File: config.mk
export PLATFORM = sky130hd
export DESIGN_NAME = pipe_control
export DESIGN_NICKNAME = d
export VERILOG_FILES = /design/src/rtl/pipe_control_pkg.sv /design/src/rtl/pipe_control_ctrl_decode.sv /design/src/rtl/pipe_control.sv
export SDC_FILE = /design/constraint.sdc
export NUM_CORES = 1
export LEC_CHECK = 0
export CORE_ASPECT_RATIO = 0.5
export CORE_MARGIN = 4
export CORE_UTILIZATION = 40
export DETAILED_ROUTE_END_ITERATION = 12
export PLACE_DENSITY = 0.82
export SLEW_MARGIN = 20
export SYNTH_ARGS = -nofsm -noshare
export SYNTH_HDL_FRONTEND = slang
export SYNTH_SLANG_ARGS = --single-unit
File: constraint.sdc
create_clock -name clk_i -period 2.5 [get_ports clk_i]
set_input_delay 0.375 -clock clk_i [delete_from_list [all_inputs] [get_ports clk_i]]
set_output_delay 0.375 -clock clk_i [all_outputs]
set_load 0.05 [all_outputs]
File: src/rtl/pipe_control_pkg.sv
// Shared opcode, funct and ALU-control constants, plus the bit layout of the
// 10-bit stage control word {alu_ctrl[3:0], alu_src, mem_rd, mem_wr, reg_wr,
// mem_to_reg, branch}.
package pipe_control_pkg;

  // Control-word layout
  localparam int CW_W          = 10;
  localparam int CW_BRANCH     = 0;
  localparam int CW_MEM_TO_REG = 1;
  localparam int CW_REG_WR     = 2;
  localparam int CW_MEM_WR     = 3;
  localparam int CW_MEM_RD     = 4;
  localparam int CW_ALU_SRC    = 5;
  localparam int CW_ALU_LSB    = 6;
  localparam int CW_ALU_MSB    = 9;

  localparam logic [CW_W-1:0] CTRL_NOP = '0;

  // Major opcodes (instr[6:0])
  localparam logic [6:0] Opcode_RTYPE = 7'b0110011;
  localparam logic [6:0] Opcode_ADDI  = 7'b0010011;
  localparam logic [6:0] Opcode_LW    = 7'b0000011;
  localparam logic [6:0] Opcode_SW    = 7'b0100011;
  localparam logic [6:0] Opcode_BEQ   = 7'b1100011;

  // R-type funct = {funct7, funct3}
  localparam logic [9:0] Funct_ADD = 10'h000;
  localparam logic [9:0] Funct_SUB = 10'h100;
  localparam logic [9:0] Funct_OR  = 10'h006;
  localparam logic [9:0] Funct_AND = 10'h007;
  localparam logic [9:0] Funct_MUL = 10'h008;

  // ALU control encodings
  localparam logic [3:0] Ctrl_AND = 4'b0000;
  localparam logic [3:0] Ctrl_OR  = 4'b0001;
  localparam logic [3:0] Ctrl_ADD = 4'b0010;
  localparam logic [3:0] Ctrl_SUB = 4'b0110;
  localparam logic [3:0] Ctrl_MUL = 4'b1000;

  typedef enum logic {
    ST_IDLE     = 1'b0,
    ST_MUL_BUSY = 1'b1
  } pipe_state_e;

  // Pack individual control fields into a control word.
  function automatic logic [CW_W-1:0] make_ctrl(
    input logic [3:0] alu,
    input logic       alu_src,
    input logic       mem_rd,
    input logic       mem_wr,
    input logic       reg_wr,
    input logic       mem_to_reg,
    input logic       branch
  );
    logic [CW_W-1:0] w;
    w                         = '0;
    w[CW_ALU_MSB:CW_ALU_LSB]  = alu;
    w[CW_ALU_SRC]             = alu_src;
    w[CW_MEM_RD]              = mem_rd;
    w[CW_MEM_WR]              = mem_wr;
    w[CW_REG_WR]              = reg_wr;
    w[CW_MEM_TO_REG]          = mem_to_reg;
    w[CW_BRANCH]              = branch;
    return w;
  endfunction

endpackage

File: src/rtl/pipe_control_ctrl_decode.sv
// Combinational instruction decoder: turns the IF/ID instruction into a stage
// control word plus the register specifiers used by the hazard logic.
// Anything unrecognised, or an unqualified instruction, decodes as NOP.
module ctrl_decode
  import pipe_control_pkg::*;
#(
  parameter int REG_AW     = 5,
  parameter int ENABLE_MUL = 1
) (
  input  logic [31:0]       instr_i,
  input  logic              valid_i,
  output logic [CW_W-1:0]   ctrl_o,
  output logic [REG_AW-1:0] rd_o,
  output logic [REG_AW-1:0] rs1_o,
  output logic [REG_AW-1:0] rs2_o,
  output logic              uses_rs2_o
);

  logic [6:0] opcode;
  logic [9:0] funct;
  logic       has_rd;

  assign opcode = instr_i[6:0];
  assign funct  = {instr_i[31:25], instr_i[14:12]};
  assign rs1_o  = REG_AW'(instr_i[19:15]);
  assign rs2_o  = REG_AW'(instr_i[24:20]);

  // Decode opcode/funct into a control word; defaults give a NOP.
  always_comb begin
    ctrl_o     = CTRL_NOP;
    has_rd     = 1'b0;
    uses_rs2_o = 1'b0;
    if (valid_i) begin
      case (opcode)
        Opcode_RTYPE: begin
          case (funct)
            Funct_ADD: ctrl_o = make_ctrl(Ctrl_ADD, 1'b0, 1'b0, 1'b0, 1'b1, 1'b0, 1'b0);
            Funct_SUB: ctrl_o = make_ctrl(Ctrl_SUB, 1'b0, 1'b0, 1'b0, 1'b1, 1'b0, 1'b0);
            Funct_OR:  ctrl_o = make_ctrl(Ctrl_OR,  1'b0, 1'b0, 1'b0, 1'b1, 1'b0, 1'b0);
            Funct_AND: ctrl_o = make_ctrl(Ctrl_AND, 1'b0, 1'b0, 1'b0, 1'b1, 1'b0, 1'b0);
            Funct_MUL: begin
              if (ENABLE_MUL != 0) begin
                ctrl_o = make_ctrl(Ctrl_MUL, 1'b0, 1'b0, 1'b0, 1'b1, 1'b0, 1'b0);
              end
            end
            default:   ctrl_o = CTRL_NOP;
          endcase
          // An unknown funct must look like a full bubble, rd and rs2 included.
          has_rd     = (ctrl_o != CTRL_NOP);
          uses_rs2_o = (ctrl_o != CTRL_NOP);
        end
        Opcode_ADDI: begin
          ctrl_o = make_ctrl(Ctrl_ADD, 1'b1, 1'b0, 1'b0, 1'b1, 1'b0, 1'b0);
          has_rd = 1'b1;
        end
        Opcode_LW: begin
          ctrl_o = make_ctrl(Ctrl_ADD, 1'b1, 1'b1, 1'b0, 1'b1, 1'b1, 1'b0);
          has_rd = 1'b1;
        end
        Opcode_SW: begin
          ctrl_o     = make_ctrl(Ctrl_ADD, 1'b1, 1'b0, 1'b1, 1'b0, 1'b0, 1'b0);
          uses_rs2_o = 1'b1;
        end
        Opcode_BEQ: begin
          ctrl_o     = make_ctrl(Ctrl_SUB, 1'b0, 1'b0, 1'b0, 1'b0, 1'b0, 1'b1);
          uses_rs2_o = 1'b1;
        end
        default: ctrl_o = CTRL_NOP;
      endcase
    end
  end

  // SW/BEQ and bubbles carry no destination, so they can never alias a load.
  assign rd_o = has_rd ? REG_AW'(instr_i[11:7]) : '0;

endmodule

File: src/rtl/pipe_control.sv
// Pipeline control for a 5-stage in-order core: decodes ID, carries control
// words and destination registers down EX/MEM/WB, and resolves load-use
// stalls, multi-cycle MUL holds and taken-branch flushes.
module pipe_control
  import pipe_control_pkg::*;
#(
  parameter int REG_AW     = 5,
  parameter int MUL_LAT    = 3,
  parameter int ENABLE_MUL = 1
) (
  input  logic              clk_i,
  input  logic              rst_i,
  input  logic [31:0]       instr_i,
  input  logic              instr_valid_i,
  input  logic              branch_taken_i,
  output logic              stall_o,
  output logic              flush_o,
  output logic [CW_W-1:0]   ex_ctrl_o,
  output logic [CW_W-1:0]   mem_ctrl_o,
  output logic [CW_W-1:0]   wb_ctrl_o,
  output logic [REG_AW-1:0] ex_rd_o,
  output logic [REG_AW-1:0] mem_rd_o,
  output logic [REG_AW-1:0] wb_rd_o
);

  // MUL_LAT tops out at 8, so the counter never needs to hold more than 7.
  localparam int              CNT_W     = 4;
  localparam logic [CNT_W-1:0] MUL_START = CNT_W'(MUL_LAT - 1);

  logic [CW_W-1:0]   id_ctrl;
  logic [REG_AW-1:0] id_rd;
  logic [REG_AW-1:0] id_rs1;
  logic [REG_AW-1:0] id_rs2;
  logic              id_uses_rs2;

  pipe_state_e       state_q, state_d;
  logic [CNT_W-1:0]  cnt_q, cnt_d;
  logic [CW_W-1:0]   ex_ctrl_q, ex_ctrl_d;
  logic [CW_W-1:0]   mem_ctrl_q, mem_ctrl_d;
  logic [CW_W-1:0]   wb_ctrl_q, wb_ctrl_d;
  logic [REG_AW-1:0] ex_rd_q, ex_rd_d;
  logic [REG_AW-1:0] mem_rd_q, mem_rd_d;
  logic [REG_AW-1:0] wb_rd_q, wb_rd_d;

  logic              load_use;
  logic              branch_flush;
  logic              id_is_mul;
  logic              stall;
  logic              flush;

  ctrl_decode #(
    .REG_AW     (REG_AW),
    .ENABLE_MUL (ENABLE_MUL)
  ) u_decode (
    .instr_i    (instr_i),
    .valid_i    (instr_valid_i),
    .ctrl_o     (id_ctrl),
    .rd_o       (id_rd),
    .rs1_o      (id_rs1),
    .rs2_o      (id_rs2),
    .uses_rs2_o (id_uses_rs2)
  );

  // Hazard detection against the instruction currently in EX.
  always_comb begin
    load_use = 1'b0;
    if (ex_ctrl_q[CW_MEM_RD] && (ex_rd_q != '0) && (id_ctrl != CTRL_NOP)) begin
      load_use = (ex_rd_q == id_rs1) || (id_uses_rs2 && (ex_rd_q == id_rs2));
    end
    branch_flush = ex_ctrl_q[CW_BRANCH] && branch_taken_i;
    id_is_mul    = (id_ctrl[CW_ALU_MSB:CW_ALU_LSB] == Ctrl_MUL);
  end

  // Next-state, stage advance and stall/flush, in priority order:
  // reset, branch flush, MUL hold, load-use stall. A flush is only honoured
  // from IDLE so a forced branch during a multiply cannot break the hold.
  always_comb begin
    state_d    = state_q;
    cnt_d      = cnt_q;
    ex_ctrl_d  = id_ctrl;
    ex_rd_d    = id_rd;
    mem_ctrl_d = ex_ctrl_q;
    mem_rd_d   = ex_rd_q;
    wb_ctrl_d  = mem_ctrl_q;
    wb_rd_d    = mem_rd_q;
    stall      = 1'b0;
    flush      = 1'b0;

    if (rst_i) begin
      state_d = ST_IDLE;
      cnt_d   = '0;
    end else if (branch_flush && (state_q == ST_IDLE)) begin
      flush     = 1'b1;
      ex_ctrl_d = CTRL_NOP;
      ex_rd_d   = '0;
    end else if (state_q == ST_MUL_BUSY) begin
      stall      = 1'b1;
      ex_ctrl_d  = ex_ctrl_q;
      ex_rd_d    = ex_rd_q;
      mem_ctrl_d = mem_ctrl_q;
      mem_rd_d   = mem_rd_q;
      wb_ctrl_d  = wb_ctrl_q;
      wb_rd_d    = wb_rd_q;
      cnt_d      = cnt_q - CNT_W'(1);
      state_d    = (cnt_d == '0) ? ST_IDLE : ST_MUL_BUSY;
    end else if (load_use) begin
      stall     = 1'b1;
      ex_ctrl_d = CTRL_NOP;
      ex_rd_d   = '0;
    end else if (id_is_mul && (MUL_START != '0)) begin
      cnt_d   = MUL_START;
      state_d = ST_MUL_BUSY;
    end
  end

  // Stage registers, MUL counter and FSM state.
  always_ff @(posedge clk_i) begin
    if (rst_i) begin
      state_q    <= ST_IDLE;
      cnt_q      <= '0;
      ex_ctrl_q  <= CTRL_NOP;
      mem_ctrl_q <= CTRL_NOP;
      wb_ctrl_q  <= CTRL_NOP;
      ex_rd_q    <= '0;
      mem_rd_q   <= '0;
      wb_rd_q    <= '0;
    end else begin
      state_q    <= state_d;
      cnt_q      <= cnt_d;
      ex_ctrl_q  <= ex_ctrl_d;
      mem_ctrl_q <= mem_ctrl_d;
      wb_ctrl_q  <= wb_ctrl_d;
      ex_rd_q    <= ex_rd_d;
      mem_rd_q   <= mem_rd_d;
      wb_rd_q    <= wb_rd_d;
    end
  end

  assign stall_o    = stall;
  assign flush_o    = flush;
  assign ex_ctrl_o  = ex_ctrl_q;
  assign mem_ctrl_o = mem_ctrl_q;
  assign wb_ctrl_o  = wb_ctrl_q;
  assign ex_rd_o    = ex_rd_q;
  assign mem_rd_o   = mem_rd_q;
  assign wb_rd_o    = wb_rd_q;

endmodule

==> impl_metrics.py, run 1 <==
metrics = {
    "setup_path": {
        "worst-path-max-fanout": 2,
        "cp.arrival_ns": 2.33,
        "r2r_slack_ns": 0.40,
        "cp-end-kind": "output port",
        "crit_type": "input pin to output port",
        "critPathLaunchType": "input pin",
        "worstPathRequired_ns": 2.12,
    },
    "yosys": {
        "syn-instance-count": 236,
        "netlist_area_um2": 2206,
        "seq_area_frac_synth": 0.4265,
        "yosys.area.top_type": "dfxtp_1",
        "synth.ff_latch_count": 47,
        "yosys_warnings": 0,
        "ys_types": 45,
        "synth_area_leaders": "dfxtp_1, mux2i_1, nor2_1",
        "synthesis.nets": 274,
        "avgSynthCellArea_um2": 9.347,
        "synth_commonest_cells": "dfxtp_1, nor2_1, mux2i_1, nand2_1, o21ai_2",
        "synth_top_area_share": 0.4265,
        "synth_top_flop_cell": "dfxtp_1",
        "synth_edf_count": 0,
        "yosysMostFrequentCell": "dfxtp_1",
        "async_flop_share": 0,
    },
    "final_layout": {
        "multiInputGateArea_um2": 1181,
        "regArea_um2": 942.2,
        "diodes": 0,
        "utilization": 0.6594,
        "layout.nets": 370,
        "area_growth_pct": 53.49,
        "instances_no_fill": 403,
        "layout-drive-gt1-share": 0.1832,
        "fill_cells": 417,
    },
    "pwr": {
        "ir_drop_mv": 0.3740,
        "power.internal_uw": 1229,
        "power.leakage_uw": 0.001214,
        "seqPwrFrac": 0.489,
        "p_clk_frac": 0.421,
        "finalPower_uw": 1532,
        "swShare": 0.1976,
        "powerDensity_nw_per_um2": 452.4,
        "p_sw_uw": 302.7,
        "power_frac_comb": 0.090,
    },
    "grt": {
        "grt_pass1_vias": 1923,
        "grt_max_degree": 34,
        "antenna_found_initial": 0,
        "grt_use_total": 0.1746,
        "overflow": 0,
        "grt_pass1_wl_um": 9473,
    },
    "sta": {
        "hold_viol": 0,
        "finalSetupViolations": 6,
        "tightest_slew_ns": 0.7102,
        "finalMaxSlewViolations": 0,
        "rsz0062_at_grt": "yes",
        "fin_tns_setup_ns": -0.5780,
        "finClkSkew_ns": 0.01257,
        "setup_ws_ns": -0.2065,
        "relSlewSlack": 0.5225,
        "finalCriticalPeriod_ns": 2.706,
        "finalCritPeriodShare": 1.083,
        "fmax_ghz": 0.3695,
    },
    "cts": {
        "cts_max_path_buffers": 2,
        "cts_root_buf": "clkbuf_8",
        "cts_tree": "built",
        "clkSinkCount": 47,
        "clkTransAtPathRegs_ns": 0.08,
        "insertion_delay_ns": 0.30,
        "htreeDepth": 2,
        "cts_buffers": 5,
    },
    "min_path": {
        "holdCritPathClass": "flop to flop",
    },
    "route": {
        "drc_errors": 0,
        "wirelength_um": 6207,
        "via_per_inst": 5.186,
        "dr.pass1.iters": 4,
        "drtIter0Drc": 122,
        "postRouteAntennaNets": 0,
        "post_drt_wl_per_cell_um": 15.40,
        "via_count": 2090,
    },
    "floorplan": {
        "die_x_um": 113.0,
        "top_level_ports": 83,
        "fp-row-count": 18,
        "dieArea_um2": 6839,
        "coreArea_um2": 5135,
        "initial_core_util": 0.4296,
        "die_h_um": 60.51,
    },
    "placed_design": {
        "gp_congestion": 0.9019,
        "portBuffers": 82,
        "dp_hpwl_um": 4686,
        "placed_cells": 393,
    },
    "outcome": {
        "failed_checks": "setup timing",
        "outcome": "finished with violations",
    },
    "job": {
        "max-cap-violations": 0,
    },
}
## through the flow
step | hold WS [ns] | area (um^2) | setup WS (ns)
2_1_floorplan | 0.4633 | 2212 | -0.1165
3_3_place_gp | 0.4684 | 3214 | -0.5025
3_5_place_dp | 0.4723 | 3214 | -0.5588
4_1_cts | 0.4820 | 3349 | -0.3152
5_1_grt | 0.5044 | 3386 | -0.2290
6_report | 0.4770 | 3386 | -0.2065
## power by group through the flow
stage	Sequential, uW	Combinational [uW]	Clock [uW]
6_report	750	138	644
5_1_grt	750	146	687
4_1_cts	750	132	653
3_5_place_dp	767	132	0
3_3_place_gp	767	129	0
2_1_floorplan	771	39.7	0
## layer usage
layer / routed length [um] / up-vias / track usage
met1: 2644 / 994 / 0.2122
met5: 0 / - / 0
met2: 3077 / 63 / 0.3131
li1: - / 1021 / -
met4: 135 / 0 / 0.05479
met3: 349 / 12 / 0.04482
## worst max-delay path: stages
cell and delay, ns:
buf_6 0.09, or4_4 0.53, or4_4 0.46, a2111oi_4 0.37, o2111a_4 0.25, a21o_4 0.12
buf_12 0.12
## layout make-up
| cell class | count | share of cell area |
|---|---|---|
| Clock inverter | 2 | 0.01774 |
| Timing Repair Buffer | 106 | 0.3023 |
| Tap cell | 70 | 0.02587 |
| Inverter | 5 | 0.005543 |
| Sequential cell | 47 | 0.2783 |
| Clock buffer | 6 | 0.02143 |
| Multi-Input combinational cell | 167 | 0.3489 |
## cells in the final DEF, fill, tap and decap left out, types with 9 or more instances in the layout
cell              n
o21ai_2          10
buf_4            24
nand4_1           9
clkdlybuf4s50_1  74
dfxtp_1          46
nand2_1          19
nor2_1           33
xnor2_1           9
mux2i_1          28
## kinds of logic (layout without fill, tap and decap cells)
family          Yosys count  in the layout  share of synthesized area
xor+xnor                 11             11                    0.04368
fa+ha+maj                 2              2                    0.01134
flops                    47             47                     0.4265
simple gates             91             91                     0.2070
buf+inv                  22            119                    0.05048
mux                      28             28                     0.1271
compound gates           35             35                     0.1339
## repair_timing
action | 4_1_cts | 5_1_grt
pin swaps | 5 | 6
hold buffers | 0 | 0
setup buffers | 1 | 1
gates cloned | 0 | 0
resized for setup | 13 | 8
setup endpoints to repair | 16 | 6
## sequential cells by signal, summed over array words and instances, names as in the netlist
register and flops:
cnt_q 4, ex_ctrl_o 9, ex_rd_o 5, mem_ctrl_o 9, mem_rd_o 5, state_q 1
wb_ctrl_o 9, wb_rd_o 5
## final timing paths
check	from	to	cells past startpoint
worst min-delay path	ex_ctrl_o[5]	ex_ctrl_o[5]	2
worst min register to register	ex_ctrl_o[5]	ex_ctrl_o[5]	2
worst max-delay path	instr_i[29]	stall_o	7
worst max register to register	ex_rd_o[0]	ex_ctrl_o[7]	6
(Power assumes the default switching activity.)
==> run 2: changes to the inputs <==
--- a/config.mk
+++ b/config.mk
@@ -7,10 +7,12 @@
 export LEC_CHECK = 0
 export CORE_ASPECT_RATIO = 0.5
 export CORE_MARGIN = 4
-export CORE_UTILIZATION = 40
+export CORE_UTILIZATION = 43
+export CTS_BUF_LIST = sky130_fd_sc_hd__clkbuf_8
 export DETAILED_ROUTE_END_ITERATION = 12
-export PLACE_DENSITY = 0.82
+export PLACE_DENSITY = 0.84
 export SLEW_MARGIN = 20
 export SYNTH_ARGS = -nofsm -noshare
 export SYNTH_HDL_FRONTEND = slang
+export SYNTH_HIERARCHICAL = 1
 export SYNTH_SLANG_ARGS = --single-unit
==> impl_metrics.py, run 2 <==
metrics = {
    "outcome": {
        "outcome": "finished with violations",
        "failed_checks": "setup timing",
    },
    "setup_path": {
        "r2r_slack_ns": 0.46,
        "worstPathRequired_ns": 2.12,
        "cp.arrival_ns": 2.14,
        "crit_type": "input pin to output port",
        "worst-path-max-fanout": 11,
        "startpoint": "instr_i[5]",
        "reg2regPathDepth": 6,
        "r2r-start": "ex_rd_o[3]",
        "cp-end-kind": "output port",
        "critPathLaunchType": "input pin",
        "r2r-end": "cnt_q[2]",
    },
    "grt": {
        "overflow": 0,
        "use_met2": 0.3438,
        "gr-usage-met3": 0.04416,
        "antenna_found_initial": 0,
        "grt-busiest-layer": "met2",
        "grt_use_total": 0.1950,
        "grt_pass1_vias": 2324,
        "grt_pass1_wl_um": 10990,
        "met1_usage": 0.2414,
        "grt_max_degree": 42,
    },
    "cts": {
        "cts_root_buf": "clkbuf_8",
        "cts_buffers": 5,
        "clkSinkCount": 50,
        "clkTransAtPathRegs_ns": 0.09,
        "insertion_delay_ns": 0.31,
        "cts_max_path_buffers": 2,
        "cts_tree": "built",
        "htreeDepth": 2,
        "hold_buffers": 0,
    },
    "final_layout": {
        "diodes": 0,
        "instances_no_fill": 445,
        "layout_common_cells": "clkdlybuf4s50_1, dfxtp_1, nor2_1",
        "area_growth_pct": 46.89,
        "layout.nets": 409,
        "final_common_cell": "clkdlybuf4s50_1",
        "layout-drive-gt1-share": 0.2177,
    },
    "yosys": {
        "synth_commonest_cells": "dfxtp_1, nor2_1, mux2i_1, nand2_1, a21oi_1",
        "syn-instance-count": 277,
        "yosys.area.top_type": "dfxtp_1",
        "synth_mux_area_frac": 0.1181,
        "synth_area_leaders": "dfxtp_1, mux2i_1, nor2_1",
        "synthSimpleGateAreaFrac": 0.1721,
        "synth_top_flop_cell": "dfxtp_1",
        "ys_types": 40,
        "synth.ff_latch_count": 50,
        "yosysMostFrequentCell": "dfxtp_1",
        "synth_top_family_by_area": "simple AND/OR/NAND/NOR gates",
        "netlist_area_um2": 2457,
        "synth_fa_ha_area_frac": 0.01018,
        "seq_area_frac_synth": 0.4073,
        "synth_top_area_share": 0.4073,
        "synth_compound_area_frac": 0.1706,
        "synthesis.nets": 315,
        "yosys_warnings": 6,
        "async_flop_share": 0,
        "synth_xor_area_frac": 0.04277,
        "synth_edf_count": 0,
        "avgSynthCellArea_um2": 8.871,
    },
    "job": {
        "max-cap-violations": 0,
    },
    "sta": {
        "relSlewSlack": 0.5576,
        "fmax_ghz": 0.3969,
        "finalSetupViolations": 1,
        "setup_ws_ns": -0.01948,
        "hold_viol": 0,
        "rsz0062_at_grt": "yes",
        "finalCritPeriodShare": 1.008,
        "finalCriticalPeriod_ns": 2.519,
        "tightest_slew_ns": 0.6629,
        "finalMaxSlewViolations": 0,
        "finClkSkew_ns": 0.009006,
    },
    "min_path": {
        "holdCritPathClass": "flop to flop",
        "worst_hold_path.endpoint": "ex_ctrl_o[8]",
        "hold_start": "ex_ctrl_o[8]",
        "min_path_cells": 2,
    },
    "floorplan": {
        "die_x_um": 114.9,
        "die_h_um": 61.46,
        "top_level_ports": 83,
        "fp-row-count": 19,
        "initial_core_util": 0.4456,
        "coreArea_um2": 5515,
        "dieArea_um2": 7062,
    },
    "route": {
        "via_count": 2377,
        "via_per_inst": 5.342,
        "dr.pass1.iters": 4,
        "postRouteAntennaNets": 0,
        "drtIter0Drc": 145,
        "drc_errors": 0,
        "post_drt_wl_per_cell_um": 15.85,
        "wirelength_um": 7052,
    },
    "pwr": {
        "power.leakage_uw": 0.001244,
        "powerDensity_nw_per_um2": 397.7,
        "ir_drop_mv": 0.2607,
    },
    "placed_design": {
        "placed_cells": 431,
        "gp_congestion": 0.9309,
        "dp_slack_ns": -0.5526,
        "portBuffers": 82,
        "dp_hpwl_um": 4946,
    },
}
==> run 2: per-stage QoR <==
stage | power [uW] | setup TNS (ns) | hold slack, ns | utilization | area [um^2]
floorplan | 872.8 | 0 | 0.4783 | - | 2469
global placement | 943.2 | -2.625 | 0.4721 | 0.6239 | 3441
detailed placement | 946.6 | -6.302 | 0.4849 | 0.6239 | 3441
CTS | 1436 | 0 | 0.4967 | 0.6472 | 3570
global route | 1499 | -0.09942 | 0.5086 | 0.6545 | 3610
finish | 1436 | -0.01948 | 0.4911 | 0.6545 | 3610
==> run 2: critical path, stage by stage <==
cell and delay [ns]:
clkdlybuf4s15_1 0.18, buf_4 0.19, nor2b_1 0.30, nand3_4 0.13, o22ai_2 0.20, nor3_2 0.07, nand3_1 0.12, and2b_2 0.20
nand2_4 0.06, a21oi_4 0.17, buf_12 0.15
==> run 2: routing by layer <==
layer	wire length, um	vias to the layer above
met2	3498	70
li1	-	1157
met5	0	-
met3	272	8
met1	3186	1142
met4	95	0
==> run 2: worst max-delay path by stage <==
stage,endpoint,slack (ns)
global route,stall_o,-0.1
floorplan,stall_o,0.01
global placement,stall_o,-0.38
CTS,stall_o,0.002
detailed placement,stall_o,-0.55
finish,stall_o,-0.02
==> run 2: report_power, final <==
group / internal (uW) / switching, uW
registers: 797 / 1.05
logic: 66.9 / 63.4
clock network: 228 / 279
==> run 2: cell families after synthesis <==
kind of cell / after synthesis
AO/OA/AOI/OAI: 59
buffers and inverters: 37
adder cells (fa/ha/maj): 2
XOR/XNOR: 12
multiplexers: 29
flip-flops: 50
AND/OR/NAND/NOR: 88
==> run 2: layout make-up <==
type | instances | area, um^2
Fill cell | 434 | 1906
Clock buffer | 6 | 82.58
Clock inverter | 2 | 16.27
Timing Repair Buffer | 114 | 1022
Multi-Input combinational cell | 190 | 1356
Tap cell | 73 | 91.34
Sequential cell | 50 | 1003
Inverter | 10 | 37.54
==> run 2: timing repair <==
item                       in CTS  in global routing
pin swaps                      12                 11
resized for setup              50                 23
setup endpoints to repair       9                  1
setup buffers                   5                  1
==> run 3: changes to the inputs <==
--- a/config.mk
+++ b/config.mk
@@ -5,6 +5,7 @@
 export SDC_FILE = /design/constraint.sdc
 export NUM_CORES = 1
 export LEC_CHECK = 0
+export CAP_MARGIN = 40
 export CORE_ASPECT_RATIO = 0.5
 export CORE_MARGIN = 4
 export CORE_UTILIZATION = 43
==> results of run 3 <==
No change in the layout: final DEF, timing and power equal those of run 2.
